### src/rtl/cacheline_adaptor_if.sv
// Cache-side and pmem-side signal bundle for the cache-line adaptor.
// slave = adaptor view, master = view of the environment driving both sides.
interface cacheline_adaptor_if #(
  parameter int S_LINE  = 256,
  parameter int S_BURST = 64
);
  logic [S_LINE-1:0]  line_i;
  logic [S_LINE-1:0]  line_o;
  logic [31:0]        address_i;
  logic               read_i;
  logic               write_i;
  logic               resp_o;
  logic [S_BURST-1:0] burst_i;
  logic [S_BURST-1:0] burst_o;
  logic [31:0]        address_o;
  logic               read_o;
  logic               write_o;
  logic               resp_i;
  logic               error_o;

  modport slave (
    input  line_i, address_i, read_i, write_i, burst_i, resp_i,
    output line_o, resp_o, burst_o, address_o, read_o, write_o, error_o
  );

  modport master (
    output line_i, address_i, read_i, write_i, burst_i, resp_i,
    input  line_o, resp_o, burst_o, address_o, read_o, write_o, error_o
  );
endinterface

### src/rtl/cacheline_adaptor.sv
// Turns one cache-line fill/writeback into N_BURSTS pmem beats; resp_o one cycle after the last beat.
// Optional CACHELINE_ADAPTOR_TIMEOUT_EN: abort a burst after 255 stalled cycles and pulse error_o.
module cacheline_adaptor #(
  parameter int S_LINE   = 256,
  parameter int S_BURST  = 64,
  parameter int S_OFFSET = 5
) (
  input  logic                 clk,
  input  logic                 rst,
  cacheline_adaptor_if.slave   cl_bus
);

  localparam int              N_BURSTS  = S_LINE / S_BURST;
  localparam int              CW        = $clog2(N_BURSTS);
  localparam logic [CW-1:0]   LAST_BEAT = CW'(N_BURSTS - 1);
  localparam logic [31:0]     ADDR_MASK = ~((32'd1 << S_OFFSET) - 32'd1);

  typedef enum logic [1:0] {
    IDLE  = 2'd0,
    READ  = 2'd1,
    WRITE = 2'd2,
    DONE  = 2'd3
  } state_e;

  state_e              state_q, state_d;
  logic [CW-1:0]       cnt_q, cnt_d;
  logic [31:0]         addr_q, addr_d;
  logic [S_LINE-1:0]   wline_q, wline_d;
  logic [S_LINE-1:0]   rline_q, rline_d;
  logic [S_BURST-1:0]  wslice [N_BURSTS];
  logic                busy;
  logic                timeout;

  assign busy = (state_q == READ) || (state_q == WRITE);

  for (genvar g = 0; g < N_BURSTS; g++) begin : g_wslice
    assign wslice[g] = wline_q[g*S_BURST +: S_BURST];
  end

`ifdef CACHELINE_ADAPTOR_TIMEOUT_EN
  logic [7:0] idle_q, idle_d;
  logic       err_q;

  // The 255th consecutive stalled cycle is the one that gives up.
  assign timeout = busy && !cl_bus.resp_i && (idle_q == 8'd254);

  always_comb begin
    idle_d = '0;
    if (busy && !cl_bus.resp_i) begin
      idle_d = idle_q + 8'd1;
    end
  end

  always_ff @(posedge clk or negedge rst) begin
    if (!rst) begin
      idle_q <= '0;
      err_q  <= 1'b0;
    end else begin
      idle_q <= idle_d;
      err_q  <= timeout;
    end
  end

  assign cl_bus.error_o = err_q;
`else
  assign timeout        = 1'b0;
  assign cl_bus.error_o = 1'b0;
`endif

  always_comb begin
    state_d = state_q;
    cnt_d   = cnt_q;
    addr_d  = addr_q;
    wline_d = wline_q;
    rline_d = rline_q;
    case (state_q)
      IDLE: begin
        if (cl_bus.write_i) begin
          wline_d = cl_bus.line_i;
          addr_d  = cl_bus.address_i & ADDR_MASK;
          cnt_d   = '0;
          state_d = WRITE;
        end else if (cl_bus.read_i) begin
          addr_d  = cl_bus.address_i & ADDR_MASK;
          cnt_d   = '0;
          state_d = READ;
        end
      end
      READ: begin
        if (cl_bus.resp_i) begin
          for (int b = 0; b < N_BURSTS; b++) begin
            if (cnt_q == CW'(b)) begin
              rline_d[b*S_BURST +: S_BURST] = cl_bus.burst_i;
            end
          end
          cnt_d = cnt_q + CW'(1);
          if (cnt_q == LAST_BEAT) begin
            cnt_d   = '0;
            state_d = DONE;
          end
        end
      end
      WRITE: begin
        if (cl_bus.resp_i) begin
          cnt_d = cnt_q + CW'(1);
          if (cnt_q == LAST_BEAT) begin
            cnt_d   = '0;
            state_d = DONE;
          end
        end
      end
      DONE: begin
        state_d = IDLE;
      end
      default: begin
        state_d = IDLE;
      end
    endcase
    // Abort keeps whatever fill slices already landed in line_o.
    if (timeout) begin
      state_d = IDLE;
      cnt_d   = '0;
    end
  end

  always_ff @(posedge clk or negedge rst) begin
    if (!rst) begin
      state_q <= IDLE;
      cnt_q   <= '0;
      addr_q  <= '0;
      wline_q <= '0;
      rline_q <= '0;
    end else begin
      state_q <= state_d;
      cnt_q   <= cnt_d;
      addr_q  <= addr_d;
      wline_q <= wline_d;
      rline_q <= rline_d;
    end
  end

  assign cl_bus.read_o    = (state_q == READ);
  assign cl_bus.write_o   = (state_q == WRITE);
  assign cl_bus.resp_o    = (state_q == DONE);
  assign cl_bus.address_o = addr_q;
  assign cl_bus.line_o    = rline_q;
  assign cl_bus.burst_o   = (state_q == WRITE) ? wslice[cnt_q] : '0;

endmodule

### src/flat_wrapper.sv
// flat-port wrapper written by rule: the top's interface ports become plain ports
module cacheline_adaptor_flat 
#(
  parameter int S_LINE   = 256,
  parameter int S_BURST  = 64,
  parameter int S_OFFSET = 5
)
  (clk, rst, cl_bus_line_i, cl_bus_address_i, cl_bus_read_i, cl_bus_write_i, cl_bus_burst_i, cl_bus_resp_i, cl_bus_line_o, cl_bus_resp_o, cl_bus_burst_o, cl_bus_address_o, cl_bus_read_o, cl_bus_write_o, cl_bus_error_o);
  cacheline_adaptor_if #(.S_LINE(S_LINE), .S_BURST(S_BURST)) cl_bus_i ();
  input  logic clk;
  input  logic rst;
  input wire logic [$bits(cl_bus_i.line_i)-1:0] cl_bus_line_i;
  input wire logic [$bits(cl_bus_i.address_i)-1:0] cl_bus_address_i;
  input wire logic [$bits(cl_bus_i.read_i)-1:0] cl_bus_read_i;
  input wire logic [$bits(cl_bus_i.write_i)-1:0] cl_bus_write_i;
  input wire logic [$bits(cl_bus_i.burst_i)-1:0] cl_bus_burst_i;
  input wire logic [$bits(cl_bus_i.resp_i)-1:0] cl_bus_resp_i;
  output wire logic [$bits(cl_bus_i.line_o)-1:0] cl_bus_line_o;
  output wire logic [$bits(cl_bus_i.resp_o)-1:0] cl_bus_resp_o;
  output wire logic [$bits(cl_bus_i.burst_o)-1:0] cl_bus_burst_o;
  output wire logic [$bits(cl_bus_i.address_o)-1:0] cl_bus_address_o;
  output wire logic [$bits(cl_bus_i.read_o)-1:0] cl_bus_read_o;
  output wire logic [$bits(cl_bus_i.write_o)-1:0] cl_bus_write_o;
  output wire logic [$bits(cl_bus_i.error_o)-1:0] cl_bus_error_o;
  assign cl_bus_i.line_i = cl_bus_line_i;
  assign cl_bus_i.address_i = cl_bus_address_i;
  assign cl_bus_i.read_i = cl_bus_read_i;
  assign cl_bus_i.write_i = cl_bus_write_i;
  assign cl_bus_i.burst_i = cl_bus_burst_i;
  assign cl_bus_i.resp_i = cl_bus_resp_i;
  assign cl_bus_line_o = cl_bus_i.line_o;
  assign cl_bus_resp_o = cl_bus_i.resp_o;
  assign cl_bus_burst_o = cl_bus_i.burst_o;
  assign cl_bus_address_o = cl_bus_i.address_o;
  assign cl_bus_read_o = cl_bus_i.read_o;
  assign cl_bus_write_o = cl_bus_i.write_o;
  assign cl_bus_error_o = cl_bus_i.error_o;
  cacheline_adaptor #(.S_LINE(S_LINE), .S_BURST(S_BURST), .S_OFFSET(S_OFFSET)) u_core (.clk(clk), .rst(rst), .cl_bus(cl_bus_i));
endmodule
### config.mk
export PLATFORM = sky130hd
export DESIGN_NAME = cacheline_adaptor_flat
export DESIGN_NICKNAME = d
export VERILOG_FILES = /design/src/rtl/cacheline_adaptor_if.sv /design/src/rtl/cacheline_adaptor.sv /design/src/flat_wrapper.sv
export SDC_FILE = /design/constraint.sdc
export NUM_CORES = 1
export LEC_CHECK = 0
export CAP_MARGIN = 20
export CORE_AREA = 2 2 280 282
export CTS_CLUSTER_DIAMETER = 100
export CTS_CLUSTER_SIZE = 24
export DETAILED_ROUTE_END_ITERATION = 8
export DIE_AREA = 0 0 282 284
export HOLD_SLACK_MARGIN = 0.1
export PLACE_DENSITY = 0.51
export SYNTH_ARGS = -nofsm -noshare
export SYNTH_HDL_FRONTEND = slang
export SYNTH_SLANG_ARGS = --single-unit
### constraint.sdc
create_clock -name clk -period 2.6 [get_ports clk]
set_clock_uncertainty 0.1 [all_clocks]
set_input_delay 0.65 -clock clk [delete_from_list [all_inputs] [get_ports clk]]
set_output_delay 0.65 -clock clk [all_outputs]
set_load 0.02 [all_outputs]
# ---- Yosys cells after proc, flatten, opt, wreduce, memory -nomap -nowiden
# Index checks and enable logic that the tools add are counted.
dict set report op_classes {
  n_addsub 1
  order_cmp 1
  n_eq_ne 9
  n_mux 16
  bitwise 1
  n_reduce_logical 13
}
# cell count
set ops {}
lappend ops {{64-bit 2-to-1 mux} 3}
lappend ops {{64-bit binary-select mux with 2-bit select} 1}
lappend ops {{32-bit 2-to-1 mux} 2}
lappend ops {{3-bit AND reduction} 6}
lappend ops {{2-bit 2-to-1 mux} 8}
lappend ops {{2-bit == test (second input constant)} 4}
lappend ops {{2-bit one-hot mux with 3 select lines} 1}
lappend ops {{2-bit by 1-bit == test with 1-bit output (second input constant)} 2}
lappend ops {{2-bit logical NOT} 2}
lappend ops {{2-bit by 1-bit inequality test with 1-bit output (second input constant)} 2}
lappend ops {{2-bit one-hot mux with 2 select lines} 1}
lappend ops {{2-bit AND reduction} 2}
lappend ops {{2-bit nonzero test} 2}
lappend ops {{3-bit >= comparator (second input constant)} 1}
lappend ops {{3-bit inequality test (second input constant)} 1}
lappend ops {{2-bit inverter with 3-bit output} 1}
lappend ops {{2-bit by 1-bit adder with 2-bit output (second input constant)} 1}
lappend ops {{2-bit OR reduction} 1}
dict set report totals {
  regBits 548
  wordCells 49
}

# ---- Logic depth before layout (Yosys ltp)
dict set report depth {
  depth_word 5
  mapped_depth 7
  mapped_depth_nobuf 5
}

# ---- Worst setup path before layout
# No wires, ideal clock.
dict set report synth_timing {
  path_type {register to output}
  startpoint {register u_core.state_q[0]}
  endpoint {output cl_bus_burst_o[10]}
  arrival_time_ps 1484
  path_slack_ps 366
  path_stages_with_launch 6
  path_buffers 2
  cell_sequence {dfrtp_1 > inv_1 > ha_1 > buf_1 > clkbuf_1 > and2_1}
}
dict set report synth_via {
  elab_chain_cells 2
}
# element line_no
set synth_lines {}
lappend synth_lines {{from (decl)} cacheline_adaptor.sv:25} ;# state_e state_q, state_d;
lappend synth_lines {{from (signal assigned)} cacheline_adaptor.sv:134} ;# state_q <= state_d;
lappend synth_lines {{2-bit == test} --}
lappend synth_lines {{net cl_bus_write_o} flat_wrapper.sv:23} ;# output wire logic [$bits(cl_bus_i.write_o)-1:0] cl_bus_write_o;
lappend synth_lines {{64-bit 2-to-1 mux} cacheline_adaptor.sv:147} ;# assign cl_bus.burst_o = (state_q == WRITE) ? wslice[cnt_q] : '0;
lappend synth_lines {{to (decl)} flat_wrapper.sv:20} ;# output wire logic [$bits(cl_bus_i.burst_o)-1:0] cl_bus_burst_o;
# The timed path passes the listed nets, and every way through them passes these cells.

# ---- Worst setup path in the final report
dict set report layout_timing {
  startpoint {register u_core.cnt_q[0]}
  endpoint {output cl_bus_burst_o[24]}
}
dict set report layout_via {
  elab_chain_cells 5
}
# element line_no
set layout_lines {}
lappend layout_lines {{from (decl)} cacheline_adaptor.sv:26} ;# logic [CW-1:0] cnt_q, cnt_d;
lappend layout_lines {{from (signal assigned)} cacheline_adaptor.sv:135} ;# cnt_q <= cnt_d;
lappend layout_lines {{2-bit inverter with 3-bit output (not written as such)} cacheline_adaptor.sv:147}
lappend layout_lines {{64-bit binary-select mux with 2-bit select} cacheline_adaptor.sv:147}
lappend layout_lines {{64-bit 2-to-1 mux (not written as such) (2 in a row)} cacheline_adaptor.sv:147}
lappend layout_lines {{64-bit 2-to-1 mux} cacheline_adaptor.sv:147}
# Every way passes these cells. The select of a mux whose other input is x is not followed.

==> impl_results.md <==
- Vias post-DR: 14.1k
- Total design power: 39.0 mW
- Drt drc: 0
- Tcrit/Tclk final: 1.16
- Fmax: 332 MHz
- CTS HTree Levels: 1
- Avg Inst Size Synth: 16.8 sq um
- Ports: 713
- Register area share after synthesis: 0.607
- Net count, final: 2449
- Hold crit path type: in2async
- IO buf count: 701
- Initial antenna violation count: 15
- Synthesized area: 22400 sq um
- RSZ-0062 raised after global routing: yes
- Failing checks: negative setup slack
- Die Ht: 284 um
- Die width: 282 um
- Number of global-route vias before repair: 15.7k
- Synthesis Warnings: 0
- GPL Wtd Cong: 0.809
- Register bit total from synthesis: 543
- Clock tree from TritonCTS: done
- Mapped Cells: 1331
- Layout cell share with drive strength beyond 1: 0.413
- Placed Area: 31100 sq um
- Commonest non-fill, non-tap cells in the layout: 633 x clkdlybuf4s50_1, 541 x dfrtp_1, 539 x mux2_2, 64 x mux4_2, 53 x buf_6
- Num CTS Buffers: 30
- Max-slew violations: 0
- Post-DR wirelength/cell: 23.1 um
- Ranking of synthesized cells by area: dfrtp_1 61%, mux2_2 27%, mux4_2 6.4%, and2_1 1.8%, buf_6 1.3%
- Post-route setup slack: -0.411 ns
- Setup-failing EPs final: 64
- Worst EP required: 1.85 ns
- Largest net degree at the start of global routing: 91
- Layout area overhead: 45.7%
- Max Cap Viol: 0
- CP max FO: 9
- GRT Overall Usage: 0.178
- Status: finished with violations
- Top-area cell type share of the netlist area: 0.607
- Clk pin slew, worst setup/hold paths: 0.09 ns
- Hpwl dp: 53700 um
- CP endpoint kind: output port
- DRT Pass-1 Iters: 4
- Static Leak: 13.9 nW
- Full die area: 80100 sq um
- Clk root buf: clkbuf_16
- Clock sink count: 543
- Core area: 77000 sq um
- Worst Path Class, Setup: reg2out
- Final WL: 72600 um
- Remaining antenna violation count after routing: 0
- Initial Util: 0.291
- Final hold vios: 0
- Unique cell type count in the Yosys netlist: 25
- Clk_lat worst skew: 0.62 ns
- Pwr/cell area: 1200 nW/um^2
- Most common cell after layout, fill and taps aside: clkdlybuf4s50_1
- Vias/cell: 4.50
- Final Instance Area: 32600 sq um
- Remaining Overflow, GRT: 0
- Fin crit period: 3.01 ns
- Max clock buf depth: 3
- Worst Path Arrival: 2.26 ns
- Std cell rows: 102
- Initial DRC Count: 504
- CP Launch Type: flop
- First-pass GRT wire length: 107000 um
- Peak supply drop: 0.000802 V
- Area leader, netlist: dfrtp_1
## path summary, 6_finish.rpt
check	from	end	slack (ns)	cells past startpoint
max in group asynchronous	rst	u_core.wline_q[44]	1.18	4
setup / recovery	u_core.cnt_q[0]	cl_bus_burst_o[24]	-0.41	5
hold reg to reg	u_core.wline_q[149]	u_core.wline_q[149]	0.41	1
hold / removal	rst	u_core.wline_q[85]	0.36	2
min in group clk	u_core.wline_q[149]	u_core.wline_q[149]	0.41	1
setup reg to reg	u_core.cnt_q[0]	u_core.cl_bus.line_o[218]	0.41	6
## metal layers
layer	share of wire	global-route usage
met5	0.0017	0
met3	0.094	0.0675
met4	0.012	0.0255
met2	0.51	0.319
met1	0.38	0.205
## critical path, stage by stage, from the launching register on
cell and delay [ns]:
dfrtp_4 0.53, buf_12 0.16, buf_12 0.12, mux4_2 0.51, and2_1 0.17, buf_2 0.15
## power breakdown
part / leakage (nW) / switching (mW) / total (mW) / internal, mW
Combinational: 6.76 / 8.27 / 19.1 / 10.8
Sequential: 6.63 / 2.04 / 14.5 / 12.4
Clock: 0.481 / 3.02 / 5.52 / 2.50
## through the flow
stage               TNS [ns]  setup WS, ns  utilization  hold WS [ns]  instances
floorplan                  0         0.366            -         0.254       1336
CTS                   -28.69        -0.620        0.418         0.310       3121
finish                -23.00        -0.411        0.423         0.360       3144
global placement       -6.92        -0.216        0.404         0.382       3059
detailed placement     -6.99        -0.212        0.404         0.387       3059
global route          -28.66        -0.502        0.423         0.339       3138
## synthesized netlist by cell type
cell type,instances
buf_4,8
nand4_1,1
o31ai_1,2
mux2_2,539
a31oi_1,1
clkbuf_1,6
buf_2,40
nor2b_1,2
nand3_1,1
o21ai_2,1
o21ai_0,2
buf_6,25
inv_1,5
conb_1,1
and2_1,64
nor3b_1,1
nand3_2,4
nor2_1,1
ha_1,9
buf_1,3
a21oi_1,2
o22a_1,3
dfrtp_1,543
mux4_2,64
nand2_1,3
## area by class of cell
cell class | count | area, sq um
diodes | 6 | 15.0
clock buffers | 35 | 811
clock inverters | 12 | 173
fillers | 7057 | 44400
inverters | 5 | 18.8
multi-input cells | 706 | 8390
flip-flops and latches | 543 | 13600
well taps | 1040 | 1300
repair buffers | 797 | 8290
## state kept, by name, summed over array words and instances (netlist names)
signal,count
u_core.cnt_q,2
u_core.cl_bus.address_o,27
u_core.wline_q,256
u_core.cl_bus.line_o,256
u_core.state_q,2
## cells by family (layout without fill, tap and decap cells)
group | after synthesis | after routing | synth area share
other | 1 | 12 | 0.000168
adders and majority gates | 9 | 9 | 0.00503
AOI/OAI and AO/OA | 11 | 11 | 0.00341
buffers and inverters | 87 | 849 | 0.0266
muxes | 603 | 603 | 0.336
DFF | 543 | 543 | 0.607
and+or+nand+nor | 77 | 77 | 0.0218
## what timing repair did
item                                   4_1_cts  5_1_grt
cloned                                       4        0
pin swaps                                    1        9
hold buffers                                 1        0
endpoints found under the hold margin       89        0
gates resized for setup                    309      127
setup endpoints to repair                   67       65
buffers inserted                            10       20
No activity file was read; power rests on OpenSTA's default activity.
